==> src/rtl/vpu_writeback.sv <==
// Write-back stage after the VPU: deskews the two output lanes in per-lane FIFOs and
// packs each aligned pair into one unified-buffer row write at sequential addresses.
module vpu_writeback #(
   parameter int unsigned DATA_W     = 16,
   parameter int unsigned ADDR_W     = 8,
   parameter int unsigned FIFO_DEPTH = 4
) (
   input  logic              clk,
   input  logic              rst,
   input  logic [DATA_W-1:0] vpu_data_in_1,
   input  logic [DATA_W-1:0] vpu_data_in_2,
   input  logic              vpu_valid_in_1,
   input  logic              vpu_valid_in_2,
   input  logic              wb_start,
   input  logic [ADDR_W-1:0] wb_base_addr,
   input  logic [ADDR_W-1:0] wb_num_rows,
   input  logic              ub_wr_ready,
   output logic              ub_wr_en,
   output logic [ADDR_W-1:0] ub_wr_addr,
   output logic [DATA_W-1:0] ub_wr_data_1,
   output logic [DATA_W-1:0] ub_wr_data_2,
   output logic              wb_busy,
   output logic              wb_done,
   output logic              wb_overflow
);

   localparam int unsigned PTR_W = (FIFO_DEPTH > 1) ? $clog2(FIFO_DEPTH) : 1;
   localparam int unsigned CNT_W = PTR_W + 1;

   typedef enum logic [1:0] {StIdle, StCollect, StDone} state_e;

   state_e            state_q, state_d;
   logic [ADDR_W-1:0] base_q, num_rows_q, row_idx_q;

   logic [DATA_W-1:0] mem      [2][FIFO_DEPTH];
   logic [PTR_W-1:0]  wr_ptr_q [2];
   logic [PTR_W-1:0]  rd_ptr_q [2];
   logic [CNT_W-1:0]  cnt_q    [2];
   logic [DATA_W-1:0] lane_data [2];

   logic [1:0] lane_push, lane_full, lane_empty, lane_wr, lane_drop;
   logic       collecting, start_ok, flush, pop;

   assign collecting = (state_q == StCollect);
   assign start_ok   = (state_q == StIdle) && wb_start;
   // FIFOs are cleared both when a transfer starts and when DONE exits (discards residue)
   assign flush      = start_ok || (state_q == StDone);

   assign lane_data[0] = vpu_data_in_1;
   assign lane_data[1] = vpu_data_in_2;
   assign lane_push    = {vpu_valid_in_2, vpu_valid_in_1} & {2{collecting}};

   always_comb begin
      lane_full  = '0;
      lane_empty = '0;
      for (int k = 0; k < 2; k++) begin
         lane_full[k]  = (cnt_q[k] == CNT_W'(FIFO_DEPTH));
         lane_empty[k] = (cnt_q[k] == '0);
      end
   end

   // Both heads leave together; a lone sample waits for its partner
   assign pop = collecting && (lane_empty == 2'b00) && ub_wr_ready && (row_idx_q < num_rows_q);

   // A full FIFO still accepts a push when its head pops in the same cycle
   assign lane_wr   = lane_push & (~lane_full | {2{pop}});
   assign lane_drop = lane_push & lane_full & ~{2{pop}};

   always_comb begin
      state_d = state_q;
      unique case (state_q)
         StIdle:    if (wb_start) state_d = StCollect;
         StCollect: if (row_idx_q == num_rows_q) state_d = StDone;
         StDone:    state_d = StIdle;
         default:   state_d = StIdle;
      endcase
   end

   always_ff @(posedge clk) begin
      if (rst) begin
         for (int k = 0; k < 2; k++) begin
            wr_ptr_q[k] <= '0;
            rd_ptr_q[k] <= '0;
            cnt_q[k]    <= '0;
         end
      end else begin
         for (int k = 0; k < 2; k++) begin
            if (flush) begin
               wr_ptr_q[k] <= '0;
               rd_ptr_q[k] <= '0;
               cnt_q[k]    <= '0;
            end else begin
               if (lane_wr[k]) begin
                  mem[k][wr_ptr_q[k]] <= lane_data[k];
                  wr_ptr_q[k]         <= wr_ptr_q[k] + PTR_W'(1);
               end
               if (pop) rd_ptr_q[k] <= rd_ptr_q[k] + PTR_W'(1);
               cnt_q[k] <= cnt_q[k] + CNT_W'(lane_wr[k]) - CNT_W'(pop);
            end
         end
      end
   end

   always_ff @(posedge clk) begin
      if (rst) begin
         state_q      <= StIdle;
         base_q       <= '0;
         num_rows_q   <= '0;
         row_idx_q    <= '0;
         wb_overflow  <= 1'b0;
         ub_wr_en     <= 1'b0;
         ub_wr_addr   <= '0;
         ub_wr_data_1 <= '0;
         ub_wr_data_2 <= '0;
      end else begin
         state_q  <= state_d;
         ub_wr_en <= pop;
         if (pop) begin
            ub_wr_addr   <= base_q + row_idx_q;
            ub_wr_data_1 <= mem[0][rd_ptr_q[0]];
            ub_wr_data_2 <= mem[1][rd_ptr_q[1]];
            row_idx_q    <= row_idx_q + ADDR_W'(1);
         end
         if (start_ok) begin
            base_q      <= wb_base_addr;
            num_rows_q  <= wb_num_rows;
            row_idx_q   <= '0;
            wb_overflow <= 1'b0;
         end else if (lane_drop != 2'b00) begin
            wb_overflow <= 1'b1;
         end
      end
   end

   assign wb_busy = (state_q == StCollect);
   assign wb_done = (state_q == StDone);

endmodule

==> config.mk <==
export PLATFORM = sky130hd
export DESIGN_NAME = vpu_writeback
export DESIGN_NICKNAME = d
export VERILOG_FILES = /design/src/rtl/vpu_writeback.sv
export SDC_FILE = /design/constraint.sdc
export NUM_CORES = 1
export LEC_CHECK = 0
export CAP_MARGIN = 20
export CORE_ASPECT_RATIO = 1.1
export CORE_UTILIZATION = 30
export DETAILED_ROUTE_END_ITERATION = 8
export HOLD_SLACK_MARGIN = 0.12
export PLACE_DENSITY = 0.53
export SLEW_MARGIN = 20
export SYNTH_ARGS = -nofsm -noshare
export SYNTH_HDL_FRONTEND = slang
export SYNTH_SLANG_ARGS = --single-unit
==> constraint.sdc <==
create_clock -name clk -period 3.3 [get_ports clk]
set_input_delay 0.66 -clock clk [delete_from_list [all_inputs] [get_ports clk]]
set_output_delay 0.66 -clock clk [all_outputs]
set_load 0.01 [all_outputs]
# Word level (Yosys, flattened, before mapping)
# Memory sizes are Yosys's and may differ from the RTL's.
# Index checks and enable logic that the tools add are counted.
# op_classes
mux	47
bitwise_logic	23
order_cmp	7
add_sub_neg	10
eq_ne	7
n_reduce_logical	14
# ops
operator	count
$mux 64	2
$mux 16	6
$bmux 16 s2	2
$demux 16 s2	2
$mux 1	20
$mux 2	10
$ge 3x3->1 const B	4
$mux 3	4
$not 2->3	4
$or 1x1->1	12
$add 2x1->2 const B	4
$add 8x1->8 const B	1
$add 8x8->8	1
$and 2x2->2	4
$eq 8x8->1	1
$lt 8x8->1	1
$add 3x1->3	2
$eq 3x3->1 const B	2
$logic_and 1x1->1	6
$logic_not 3->1	2
$lt 3x1->1 const B	2
$sub 3x1->3	2
$logic_not 2->1	2
$not 2->2	2
10 further kinds	10
# totals
mem_count	4
ram_bits	142
wordCells	121
ff_bits	68
inputBits	54
# mem_list
memory	depth	width	read_ports	rd_clocked_by_memory_dff	wr	line	text
mem	2	64	2	0	2	35	logic [DATA_W-1:0] mem [2][FIFO_DEPTH];
cnt_q	2	3	2	0	2	38	logic [CNT_W-1:0] cnt_q [2];
rd_ptr_q	2	2	2	0	2	37	logic [PTR_W-1:0] rd_ptr_q [2];
wr_ptr_q	2	2	2	0	2	36	logic [PTR_W-1:0] wr_ptr_q [2];

# Longest topological paths before layout
# Gate-level depths: netlist of run 1.
# depth
word_depth	12
ltp_mapped	16
depth_no_buf	15

# Worst setup path after synthesis of run 1
# No wires, ideal clock.
# synth_timing
path_type	input to register
startpoint	in rst
endpoint	mem mem[0][100] (netlist name), enable pin
t_arrival_ns	2.894
setup_ns	0.409
path_buffers	2
stages	6
path_slack_ns	-0.003
cell_sequence	clkbuf_1 or2_2 nor2_1 clkbuf_1 nand2_1 nor3_1
# synth_lines
element	line	text
from (decl)	9	input logic rst,
to (decl)	35	

==> flow_summary.yaml, run 1 <==
layout:
  drive_gt1_share_pct: 14.7
  n_antenna_cell: 0
  num-nets-final: 830
  final.fill_count: 2667
  final_cells: 1124
  post-route-util_pct: 39.1
  area_growth_pct: 26.8
synthesis:
  synth_top_area_share_pct: 49.4
  synth_top_family_by_area: "compound AO/OA/AOI/OAI gates"
  yosysUniqueCellTypes: 47
  synthXorXnorAreaFrac_pct: 1.12
  ys_top_cells_by_count: "edfxtp_1 (142), dfxtp_1 (68), o21ai_0 (52)"
  synth.area.mux_share_pct: 8.46
  synth-simple-area-share_pct: 8.42
  yosys.area.top_type: "edfxtp_1"
  synth_edf_count: 142
  ys_dominant_reg_cell: "edfxtp_1"
  netlist_area_um2: 8640
  yosysWarnings: 0
  synth-seq-cells: 210
  syn_area_per_cell_um2: 13.7
  synth_area_leaders: "edfxtp_1 (49%), dfxtp_1 (16%), mux4_2 (8.3%)"
  ys_seq_area_share_pct: 65.1
  synth_adder_area_share_pct: 4.75
  ys_async_sr_fraction_pct: 0
  synth_most_common_cell: "edfxtp_1"
  synth_cells: 630
  synth_compound_area_share_pct: 9.00
power_and_ir_drop:
  peakVddDrop_mv: 0.287
  power.total_uw: 6190
  total_leakage_power_uw: 0.00363
  powerDensity_nw_per_um2: 565
global_routing:
  use_met1_pct: 17.8
  grt_pass1_vias: 5550
  grt_use_total_pct: 13.7
  met2_usage_pct: 23.2
  use_met3_pct: 2.63
  busiest_layer: "met2"
  grt_max_degree: 54
  antenna_found_initial: 0
  grt_pass1_wl_um: 31500
  gr-total-overflow: 0
clock_tree:
  cts_tree: "yes"
  postCtsResizedCells: 0
  clkSinkCount: 210
  clk_pin_slew_ps: 60
  cts_buffers: 22
  htree_num_levels: 1
  clock_path_buffers: 3
  postCtsSetupBuffers: 0
  clk-insertion-delay-late_ps: 510
  cts_root_buffer: "clkbuf_16"
  cts_hold_buffers: 0
sta:
  slew-limit-headroom_pct: 39.4
  hold_viol: 0
  period_minus_slack_ps: 2980
  fin_ws_ps: 315
  setup_viol: 0
  worst_slew_pin_slew_ps: 906
  skew_ps: 19.6
  tns_ps: 0
  finalMaxSlewViolations: 0
  rsz0062_at_grt: "false"
  period_share_pct: 90.4
  max_freq_mhz: 335
worst_setup_path:
  slowest_delay_ps: 370
  criticalPathCategory: "reg2reg"
  cp_slowest_cell: "fa_1"
  cp_data_arrival_time_ps: 3230
  worst_setup_path_end_kind: "flip-flop"
  crit_chain: "inv_1, ha_1, nor2b_1, o211ai_1, a21o_2, buf_12, a21oi_1, nor2_1, ha_1, inv_1, fa_1, xor2_1, xnor2_1, nor2_1"
  critPathMaxFanout: 47
  cp-start-kind: "flip-flop"
  rrSetupSlack_ps: 320
  path_buf_inv: 3
  crit_family: "adder cells"
  cp.required_ps: 3550
routing:
  drt_first_pass_iters: 4
  drt_iter0_drc: 318
  post-route-drc-count: 0
  wl_per_cell_um: 17.4
  postRouteAntennaNets: 0
  routed_wl_um: 19500
  vias: 5359
  drt-vias-per-instance: 4.77
worst_hold_path:
  hold_class: "reg2reg"
floorplan:
  die_x_um: 164
  core-area_um2: 28000
  io_pins: 98
  initial_core_util_pct: 30.8
  dieArea_um2: 29500
  num_rows: 64
  die_h_um: 180
place:
  hpwlAfterDp_um: 12500
  post-place-cells: 1084
  post-place-ws_ps: 84.5
  place_congestion: 0.769
  io_buffer_count: 97
flow_run:
  drv_cap: 0
status:
  status: "finished, final reports clean"
[final timing paths]
| kind | from | cells after the start | endpoint |
|---|---|---|---|
| hold / removal | ub_wr_addr[4] | 2 | ub_wr_addr[4] |
| setup reg to reg | num_rows_q[1] | 14 | cnt_q[1][2] |
| setup / recovery | num_rows_q[1] | 14 | cnt_q[1][2] |
| hold reg to reg | ub_wr_addr[4] | 2 | ub_wr_addr[4] |
[worst reg2reg max path: stages (launching register included)]
cell and delay (ps):
dfxtp_1 310, inv_1 50, ha_1 290, nor2b_1 130, o211ai_1 280, a21o_2 230, buf_12 260, a21oi_1 140
nor2_1 110, ha_1 150, inv_1 50, fa_1 370, xor2_1 160, xnor2_1 140, nor2_1 50
[where the power goes]
group	total (uW)	internal (uW)	switching (uW)
combinational	715	314	401
clock	2520	1500	1020
sequential	2950	2890	62.9
[logic make-up after synthesis]
logic type	count (synthesis)
fa+ha+maj	31
buf+inv	65
compound gates	135
mux	33
flops	210
simple gates	144
xor+xnor	11
other cells	1
[through the flow]
| stage | hold slack [ps] | cell area (um2) |
|---|---|---|
| after floorplan | 453 | 8680 |
| after global placement | 460 | 10200 |
| after detailed placement | 466 | 10200 |
| after CTS | 475 | 10900 |
| after global routing | 505 | 10900 |
| final | 474 | 10900 |
[final cells by class]
class	instances	area (um2)	share of cell area (%)
clock inverters	14	154	1.41
multi-input cells	360	2820	25.8
clock buffers	26	586	5.35
repair buffers	126	1210	11.0
flip-flops and latches	210	5630	51.4
well taps	363	454	4.15
inverters	25	98.8	0.903
[flip-flops by register name, summed over array words and instances, names as in the netlist, 2 cells and up]
register and flops:
ub_wr_data_2 16, mem 128, state_q 2, rd_ptr_q 4
ub_wr_addr 8, num_rows_q 8, row_idx_q 8, cnt_q 6
base_q 8, ub_wr_data_1 16, wr_ptr_q 4
[routing by layer]
| metal | vias up | part of all wire (%) |
|---|---|---|
| met1 | 2637 | 45 |
| li1 | 2609 | - |
| met3 | 24 | 4.6 |
| met2 | 89 | 49 |
| met4 | 0 | 1.5 |
| met5 | - | 0 |
[layout by cell type, fill, tap and decap left out, types with 16 or more instances in the layout]
master           synthesis  routed
o21ai_0                 52      52
clkbuf_16                0      22
dfxtp_1                 68      68
nor2_1                  16      16
a21oi_1                 50      49
nand3_1                 45      45
buf_4                    0      27
ha_1                    28      28
clkdlybuf4s50_1          0      96
inv_1                   24      24
nand2_1                 32      32
edfxtp_1               142     142
mux4_2                  32      32
(Power assumes the default switching activity.)
==> run 2, diff against run 1 <==
--- a/config.mk
+++ b/config.mk
@@ -11,6 +11,7 @@
 export DETAILED_ROUTE_END_ITERATION = 8
 export HOLD_SLACK_MARGIN = 0.12
 export PLACE_DENSITY = 0.53
+export SKIP_CTS_REPAIR_TIMING = 1
 export SLEW_MARGIN = 20
 export SYNTH_ARGS = -nofsm -noshare
 export SYNTH_HDL_FRONTEND = slang
==> results of run 2 <==
The final DEF is identical to that of run 1; final timing and power are the same.
